<file path="src/rtl/game_ctrl.sv">
// Purpose: Frogger game-flow sequencer (FSM, lives, score, level, death timer, frog/car control).
// Latency: accepted hit/goal acts on the next cycle; start acts two cycles after assertion; all outputs registered.
// Backpressure: none; inputs are sampled every cycle, and hit/goal are masked while the respawn guard is active.
// Optional: define GAME_CTRL_HISCORE_EN to add the hiscore output and register.
module game_ctrl #(
  parameter int LIVES        = 3,
  parameter int DEATH_FRAMES = 60,
  parameter int SCORE_W      = 8,
  parameter int MAX_LEVEL    = 7
) (
  input  logic               clk,
  input  logic               reset_n,
  input  logic               vsync,
  input  logic               start,
  input  logic               hit,
  input  logic               goal,
  output logic [1:0]         game_state,
  output logic               frog_reset,
  output logic               cars_en,
  output logic [2:0]         level,
  output logic [1:0]         lives,
  output logic [SCORE_W-1:0] score,
  output logic               frame_tick
`ifdef GAME_CTRL_HISCORE_EN
  ,
  output logic [SCORE_W-1:0] hiscore
`endif
);

  // Encodings double as the frog's state input, so they must not be reordered.
  localparam logic [1:0] ST_IDLE  = 2'b00;
  localparam logic [1:0] ST_PLAY  = 2'b01;
  localparam logic [1:0] ST_DYING = 2'b10;
  localparam logic [1:0] ST_OVER  = 2'b11;

  localparam logic [1:0]         LP_LIVES     = 2'(LIVES);
  localparam logic [7:0]         LP_DEATH     = 8'(DEATH_FRAMES);
  localparam logic [2:0]         LP_MAX_LEVEL = 3'(MAX_LEVEL);
  localparam logic [SCORE_W-1:0] LP_SCORE_ONE = SCORE_W'(1);

  // Architectural state
  logic [1:0]         r_state;
  logic [1:0]         r_lives;
  logic [SCORE_W-1:0] r_score;
  logic [2:0]         r_level;
  logic [7:0]         r_timer;
  logic [1:0]         r_guard;
  logic               r_frog_reset;
  logic               r_cars_en;

  // Input conditioning
  logic               r_vsync_q;
  logic               r_vsync_qq;
  logic               r_frame_tick;
  logic               r_start_q;
  logic               r_start_qq;

  // Next-state values
  logic [1:0]         w_state_nxt;
  logic [1:0]         w_lives_nxt;
  logic [SCORE_W-1:0] w_score_nxt;
  logic [2:0]         w_level_nxt;
  logic [7:0]         w_timer_nxt;
  logic               w_frog_reset_nxt;
  logic               w_start_rise;
  logic               w_accept;

  // A start press is one registered rising edge; holding the button does nothing more.
  assign w_start_rise = r_start_q & ~r_start_qq;

  // Collision/goal results are stale while the frog is being returned to its
  // start position, so they are ignored during the reset pulse and the guard window.
  assign w_accept = (r_guard == 2'd0) && !r_frog_reset;

  // Next-state and datapath update decisions for the game FSM
  always_comb begin
    w_state_nxt      = r_state;
    w_lives_nxt      = r_lives;
    w_score_nxt      = r_score;
    w_level_nxt      = r_level;
    w_timer_nxt      = r_timer;
    w_frog_reset_nxt = 1'b0;

    case (r_state)
      ST_IDLE, ST_OVER: begin
        if (w_start_rise) begin
          w_state_nxt      = ST_PLAY;
          w_lives_nxt      = LP_LIVES;
          w_score_nxt      = '0;
          w_level_nxt      = 3'd0;
          w_frog_reset_nxt = 1'b1;
        end
      end

      ST_PLAY: begin
        // Goal wins over a same-cycle hit: the frog made it across.
        if (goal && w_accept) begin
          if (r_score != '1) begin
            w_score_nxt = r_score + LP_SCORE_ONE;
          end
          if (r_level < LP_MAX_LEVEL) begin
            w_level_nxt = r_level + 3'd1;
          end
          w_frog_reset_nxt = 1'b1;
        end else if (hit && w_accept) begin
          if (r_lives != 2'd0) begin
            w_lives_nxt = r_lives - 2'd1;
          end
          w_timer_nxt = LP_DEATH;
          w_state_nxt = ST_DYING;
        end
      end

      ST_DYING: begin
        // Leave on the tick that would take the timer to zero.
        if (r_frame_tick) begin
          if (r_timer <= 8'd1) begin
            w_timer_nxt = 8'd0;
            if (r_lives == 2'd0) begin
              w_state_nxt = ST_OVER;
            end else begin
              w_state_nxt      = ST_PLAY;
              w_frog_reset_nxt = 1'b1;
            end
          end else begin
            w_timer_nxt = r_timer - 8'd1;
          end
        end
      end

      default: begin
        w_state_nxt = ST_IDLE;
      end
    endcase
  end

  // Register input edges, game state and all outputs; reset takes priority everywhere
  always_ff @(posedge clk) begin
    if (!reset_n) begin
      r_vsync_q    <= 1'b1;
      r_vsync_qq   <= 1'b1;
      r_frame_tick <= 1'b0;
      r_start_q    <= 1'b0;
      r_start_qq   <= 1'b0;
      r_state      <= ST_IDLE;
      r_lives      <= LP_LIVES;
      r_score      <= '0;
      r_level      <= 3'd0;
      r_timer      <= 8'd0;
      r_guard      <= 2'd0;
      r_frog_reset <= 1'b0;
      r_cars_en    <= 1'b0;
    end else begin
      r_vsync_q    <= vsync;
      r_vsync_qq   <= r_vsync_q;
      r_frame_tick <= r_vsync_qq & ~r_vsync_q;
      r_start_q    <= start;
      r_start_qq   <= r_start_q;
      r_state      <= w_state_nxt;
      r_lives      <= w_lives_nxt;
      r_score      <= w_score_nxt;
      r_level      <= w_level_nxt;
      r_timer      <= w_timer_nxt;
      r_frog_reset <= w_frog_reset_nxt;
      // Cars move only while the frog can: attract mode and active play.
      r_cars_en    <= (w_state_nxt == ST_IDLE) || (w_state_nxt == ST_PLAY);
      if (r_frog_reset) begin
        r_guard <= 2'd2;
      end else if (r_guard != 2'd0) begin
        r_guard <= r_guard - 2'd1;
      end
    end
  end

`ifdef GAME_CTRL_HISCORE_EN
  logic [SCORE_W-1:0] r_hiscore;

  // Capture the best score on entry to game over; survives new games, not reset
  always_ff @(posedge clk) begin
    if (!reset_n) begin
      r_hiscore <= '0;
    end else if ((w_state_nxt == ST_OVER) && (r_state != ST_OVER) && (r_score > r_hiscore)) begin
      r_hiscore <= r_score;
    end
  end

  assign hiscore = r_hiscore;
`endif

  assign game_state = r_state;
  assign frog_reset = r_frog_reset;
  assign cars_en    = r_cars_en;
  assign level      = r_level;
  assign lives      = r_lives;
  assign score      = r_score;
  assign frame_tick = r_frame_tick;

  // Invariants: reset and tick outputs are single-cycle pulses; cars stop whenever the frog is frozen.
  a_frog_reset_pulse : assert property (@(posedge clk) disable iff (!reset_n) r_frog_reset |=> !r_frog_reset);
  a_frame_tick_pulse : assert property (@(posedge clk) disable iff (!reset_n) r_frame_tick |=> !r_frame_tick);
  a_cars_stopped     : assert property (@(posedge clk) disable iff (!reset_n) (r_state[1] |-> !r_cars_en));

endmodule

</file>
<file path="config.mk">
export PLATFORM = sky130hd
export DESIGN_NAME = game_ctrl
export DESIGN_NICKNAME = d
export VERILOG_FILES = /design/src/rtl/game_ctrl.sv
export SDC_FILE = /design/constraint.sdc
export NUM_CORES = 1
export LEC_CHECK = 0
export CORE_MARGIN = 1
export CORE_UTILIZATION = 30
export CTS_CLUSTER_DIAMETER = 30
export DETAILED_ROUTE_END_ITERATION = 10
export GPL_ROUTABILITY_DRIVEN = 0
export HOLD_SLACK_MARGIN = 0.03
export PLACE_DENSITY = 0.62
export SYNTH_ARGS = -nofsm -noshare
export SYNTH_HDL_FRONTEND = slang
export SYNTH_SLANG_ARGS = --single-unit
</file>
<file path="constraint.sdc">
create_clock -name clk -period 1.95 [get_ports clk]
set_input_delay 0.39 -clock clk [delete_from_list [all_inputs] [get_ports clk]]
set_output_delay 0.39 -clock clk [all_outputs]
set_load 0.005 [all_outputs]
</file>
# Word-level counts from Yosys, hierarchy flattened
# Cells that the tools add are included.
[word_totals]
wordCells = 92
ff_bits = 32
[op_classes]
bitwise_logic = 5
mux = 33
reduce_logical = 20
eq_ne = 13
order_cmp = 2
addsub = 5
[ops]
columns = ["operator", "count"]
rows = [
  ["2-to-1 mux 8 bit", 7],
  ["case mux 8 bit (2 select lines)", 2],
  ["2-to-1 mux 2 bit", 12],
  ["inequality test 2 bit, second input constant", 8],
  ["AND reduction 4 bit", 3],
  ["nonzero test 2 bit", 5],
  ["2-to-1 mux 3 bit", 3],
  ["adder 8 x 1 -> 8 bit, second input constant", 1],
  ["less-or-equal comparator 8 x 1 -> 1 bit, second input constant", 1],
  ["zero test 2 bit", 4],
  ["inequality test 8 bit, second input constant", 1],
  ["subtractor 8 x 1 -> 8 bit, second input constant", 1],
  ["case mux 2 bit (3 select lines)", 1],
  ["case mux 3 bit (2 select lines)", 1],
  ["2-to-1 mux 1 bit", 5],
  ["AND reduction 5 bit", 1],
  ["== test 2 x 1 -> 1 bit, second input constant", 2],
  ["== test 2 bit, second input constant", 2],
  ["case mux 2 bit (2 select lines)", 1],
  ["OR reduction 2 bit", 2],
  ["subtractor 2 x 1 -> 2 bit, second input constant", 2],
  ["adder 3 x 1 -> 3 bit, second input constant", 1],
  ["logical AND 1 bit", 3],
  ["less-than comparator 3 bit, second input constant", 1],
  ["other kinds (5)", 8],
]

# Depth between registers and ports, before layout
[depth]
depth_word = 8
mapped_depth = 8

# Worst setup path after synthesis
# OpenSTA, ideal clock, no wires.
[synth_timing]
kind = "reg2reg"
start = "reg r_state[0] (netlist: game_state[0])"
end = "reg r_score[3] (netlist: score[3])"
t_arrival_ns = 1.871
setup_time_ns = 0.153
setup_slack_ns = -0.074
synth_period_minus_slack_ns = 2.024
stages_incl_launch_ff = 9
path_cell_list = "dfxtp_1 -> inv_1 -> ha_1 -> clkbuf_1 -> nand3b_1 -> a222oi_1 -> buf_4 -> a21o_1 -> a21oi_1"
[synth_between]
elab_chain_len = 4
[synth_rtl]
columns = ["item", "line_no", "rtl"]
rows = [
  ["from (decl)", "42", "logic [1:0] r_state;"],
  ["from (signal assigned)", "159", "r_state <= w_state_nxt;"],
  ["== test 2 bit or zero test 2 bit (tied branches)", "84", "case (r_state)"],
  ["OR reduction 2 bit", "84", ""],
  ["inequality test 2 bit (no line) or nonzero test 2 bit (tied branches)", "-", ""],
  ["AND reduction 4 bit (no line)", "-", ""],
  ["to (signal assigned)", "161", "r_score <= w_score_nxt;"],
  ["to (decl)", "44", "logic [SCORE_W-1:0] r_score;"],
]
# Several ways; a longest one is shown, not always the timed one.
# A chain may end at the register's enable or synchronous reset.

# Worst setup path after layout
[layout_timing]
start = "reg r_guard[1]"
end = "reg r_score[4] (netlist: score[4])"
[layout_between]
elab_chain_len = 5
[layout_rtl]
columns = ["item", "line_no", "rtl"]
rows = [
  ["from (decl)", "47", "logic [1:0] r_guard;"],
  ["from (signal assigned)", "170", "r_guard <= r_guard - 2'd1;"],
  ["zero test 2 bit", "73", "assign w_accept = (r_guard == 2'd0) && !r_frog_reset;"],
  ["logical AND 1 bit", "73", ""],
  ["logical AND 1 bit", "97", "if (goal && w_accept) begin"],
  ["inequality test 2 bit (no line)", "-", ""],
  ["AND reduction 4 bit (no line)", "-", ""],
]
# No other way between the ends.

==> flow_metrics.py <==
metrics = {
    "outcome": {
        "outcome": "completed",
    },
    "detailed_routing": {
        "dr.pass1.iters": 4,
        "num_vias": 1627,
        "routed_wl_um": 3930,
        "drt-initial-drc-count": 92,
        "vias_per_cell": 5.17,
        "post_drt_wl_per_cell_um": 12.5,
        "drc_errors": 0,
        "ant_nets": 0,
    },
    "grt": {
        "grt_pass1_wl_um": 6660,
        "first_global_vias": 1444,
        "grt_max_degree": 15,
        "grt_overflow": 0,
        "grtUsageTotal_pct": 14.0,
        "antenna_found_initial": 0,
    },
    "die": {
        "die_area_mm2": 0.00590,
        "row_count": 26,
        "pin_count": 24,
        "start_util_pct": 32.0,
        "dieHeight_um": 76.8,
        "die_w_um": 76.8,
        "core_area_mm2": 0.00524,
    },
    "setup_path": {
        "worst_setup_path_end_kind": "flip-flop",
        "crit_type": "flip-flop to flip-flop",
        "worstPathArrival_ns": 2.08,
        "cp_data_required_time_ns": 2.13,
        "crit_path_max_fanout": 7,
        "cp-start-kind": "flip-flop",
    },
    "synthesis": {
        "synth_ff_type": "dfxtp_1",
        "synthArstFlopShare_pct": 0,
        "syn-cell-area_mm2": 0.00168,
        "synth_nets": 218,
        "syn_inst": 205,
        "synth_edf_count": 0,
        "synthDistinctLibCells": 47,
        "seq_area_frac_synth_pct": 38.2,
        "yosysWarnings": 0,
        "synth-seq-cells": 32,
        "syn-mean-instance-area_um2": 8.18,
    },
    "timing": {
        "final_hold_viol_count": 0,
        "worst_clock_skew_ns": 0.00183,
        "setup_ws_ns": 0.0533,
        "worst_pin_slew_ns": 0.427,
        "finalMaxSlewViolations": 0,
        "rsz0062_at_grt": "true",
        "setup_viol": 0,
        "finalCritPeriodShare_pct": 97.3,
        "whs_ns": 0.409,
        "slew_headroom_pct": 71.3,
        "post-route-min-period_ns": 1.90,
        "timing.fmax_mhz": 527,
    },
    "pwr": {
        "vdd_drop_max_uv": 248,
        "p_int_w": 0.00103,
        "pwr-share-comb_pct": 17.3,
        "clkPwrFrac_pct": 33.9,
        "p_per_area_mw_per_mm2": 649,
        "p_leak_nw": 0.846,
        "p_seq_share_pct": 48.8,
        "netSwitchingFraction_pct": 27.5,
        "power_switching_w": 0.000393,
    },
    "cts": {
        "clk_latency_ns": 0.29,
        "hold_buffers": 0,
        "cts_buffers": 5,
        "cts_root_buf": "clkbuf_8",
        "cts_tree": "yes",
        "cts.sinks": 32,
        "ctsLongestPathBuffers": 2,
        "clk_pin_slew_worst_paths_ns": 0.06,
        "h-tree-depth": 2,
    },
    "worst_hold_path": {
        "worstHoldPathType": "flip-flop to flip-flop",
    },
    "layout": {
        "diodes": 0,
        "num-nets-final": 258,
        "final_layout_size_suffix_gt1_share_pct": 15.5,
        "final_cell_mix": "dfxtp_1, clkdlybuf4s50_1, buf_4",
        "final_common_cell": "dfxtp_1",
        "fillers": 527,
        "stdcell_area_mm2": 0.00220,
        "synthToLayoutAreaGrowth_pct": 31.2,
    },
    "placement": {
        "dp_hpwl_um": 2900,
        "place_ws_ns": -0.350,
        "placed_area_mm2": 0.00209,
        "port_buffers": 23,
    },
    "job": {
        "cap_violations": 0,
    },
}
==> logic make-up (layout without fill, tap and decap cells) <==
kind of cell    Yosys count  after routing  share of synthesized area (%)
fa+ha+maj                 7              7                           5.22
compound gates           57             57                           22.6
buf+inv                  27             67                           6.26
mux                       1              1                          0.597
simple gates             81             81                           27.1
flops                    32             32                           38.2
==> flip-flops by register name (all words and copies together), names as in the netlist, 2 cells and up <==
signal      count
game_state      2
r_timer         8
lives           2
r_guard         2
score           8
level           3
==> worst paths after layout <==
check | startpoint | cells past startpoint | slack (ns) | endpoint
worst max-delay path | r_guard[1] | 5 | 0.05 | score[4]
worst min-delay path | r_vsync_qq | 2 | 0.41 | frame_tick
worst max register to register | r_guard[1] | 5 | 0.05 | score[4]
worst min register to register | r_vsync_qq | 2 | 0.41 | frame_tick
==> power by group through the flow <==
stage,logic (W),registers [W],clock network [W]
3_3_place_gp,0.000237,0.000712,0
6_report,0.000247,0.000696,0.000484
4_1_cts,0.000240,0.000697,0.000493
2_1_floorplan,0.000144,0.000709,0
3_5_place_dp,0.000237,0.000712,0
5_1_grt,0.000272,0.000700,0.000525
==> synthesized netlist by cell type, types with 3 or more instances <==
master	instances	area, um^2
a21o_1	4	30.0
ha_1	7	87.6
nor3_1	9	45.0
nand4_1	6	37.5
a21oi_1	14	70.1
o21ai_0	12	60.1
and4_1	3	26.3
and3_1	4	25.0
o22ai_1	3	18.8
nand3b_1	3	22.5
clkbuf_1	8	30.0
a31oi_1	3	18.8
dfxtp_1	32	641
nand2b_1	8	50.1
inv_1	18	67.6
and2_1	3	18.8
nand3_1	12	60.1
nand2_1	15	56.3
nor2_1	8	30.0
==> critical path: stages, from the launching register on <==
cell and delay (ns):
dfxtp_2 0.34, or4b_4 0.54, a222oi_1 0.46, buf_4 0.24, a31o_2 0.15, a21oi_1 0.06
==> timing repair <==
action	CTS	global route
cloned	1	0
buffers inserted	0	1
pin swaps	1	8
resized for setup	2	7
endpoints found under the setup margin	7	14
==> stage by stage <==
step	power, W	util (%)	std cells	TNS (ns)
floorplan	0.000852	-	205	0
global placement	0.000949	39.9	306	-3.03
detailed placement	0.000949	39.9	306	-3.18
CTS	0.00143	41.4	314	0
global route	0.00150	42.0	315	-0.0110
finish	0.00143	42.0	315	0
==> area by class of cell <==
type / count / area [um^2] / share of cell area (%)
Sequential cell: 32 / 648 / 29.4
Tap cell: 70 / 87.6 / 3.98
Clock inverter: 1 / 5.00 / 0.227
Inverter: 18 / 67.6 / 3.07
Clock buffer: 6 / 72.6 / 3.30
Multi-Input combinational cell: 146 / 948 / 43.1
Timing Repair Buffer: 42 / 372 / 16.9
==> metal layers <==
metal	GRT usage, %	share of wire, %	vias to the layer above
met5	0	0	-
met4	5.00	1.3	0
met3	4.05	4.6	6
met2	21.1	44	33
met1	18.7	50	755
li1	-	-	833
Note: power is estimated with default switching activity, not from simulation.
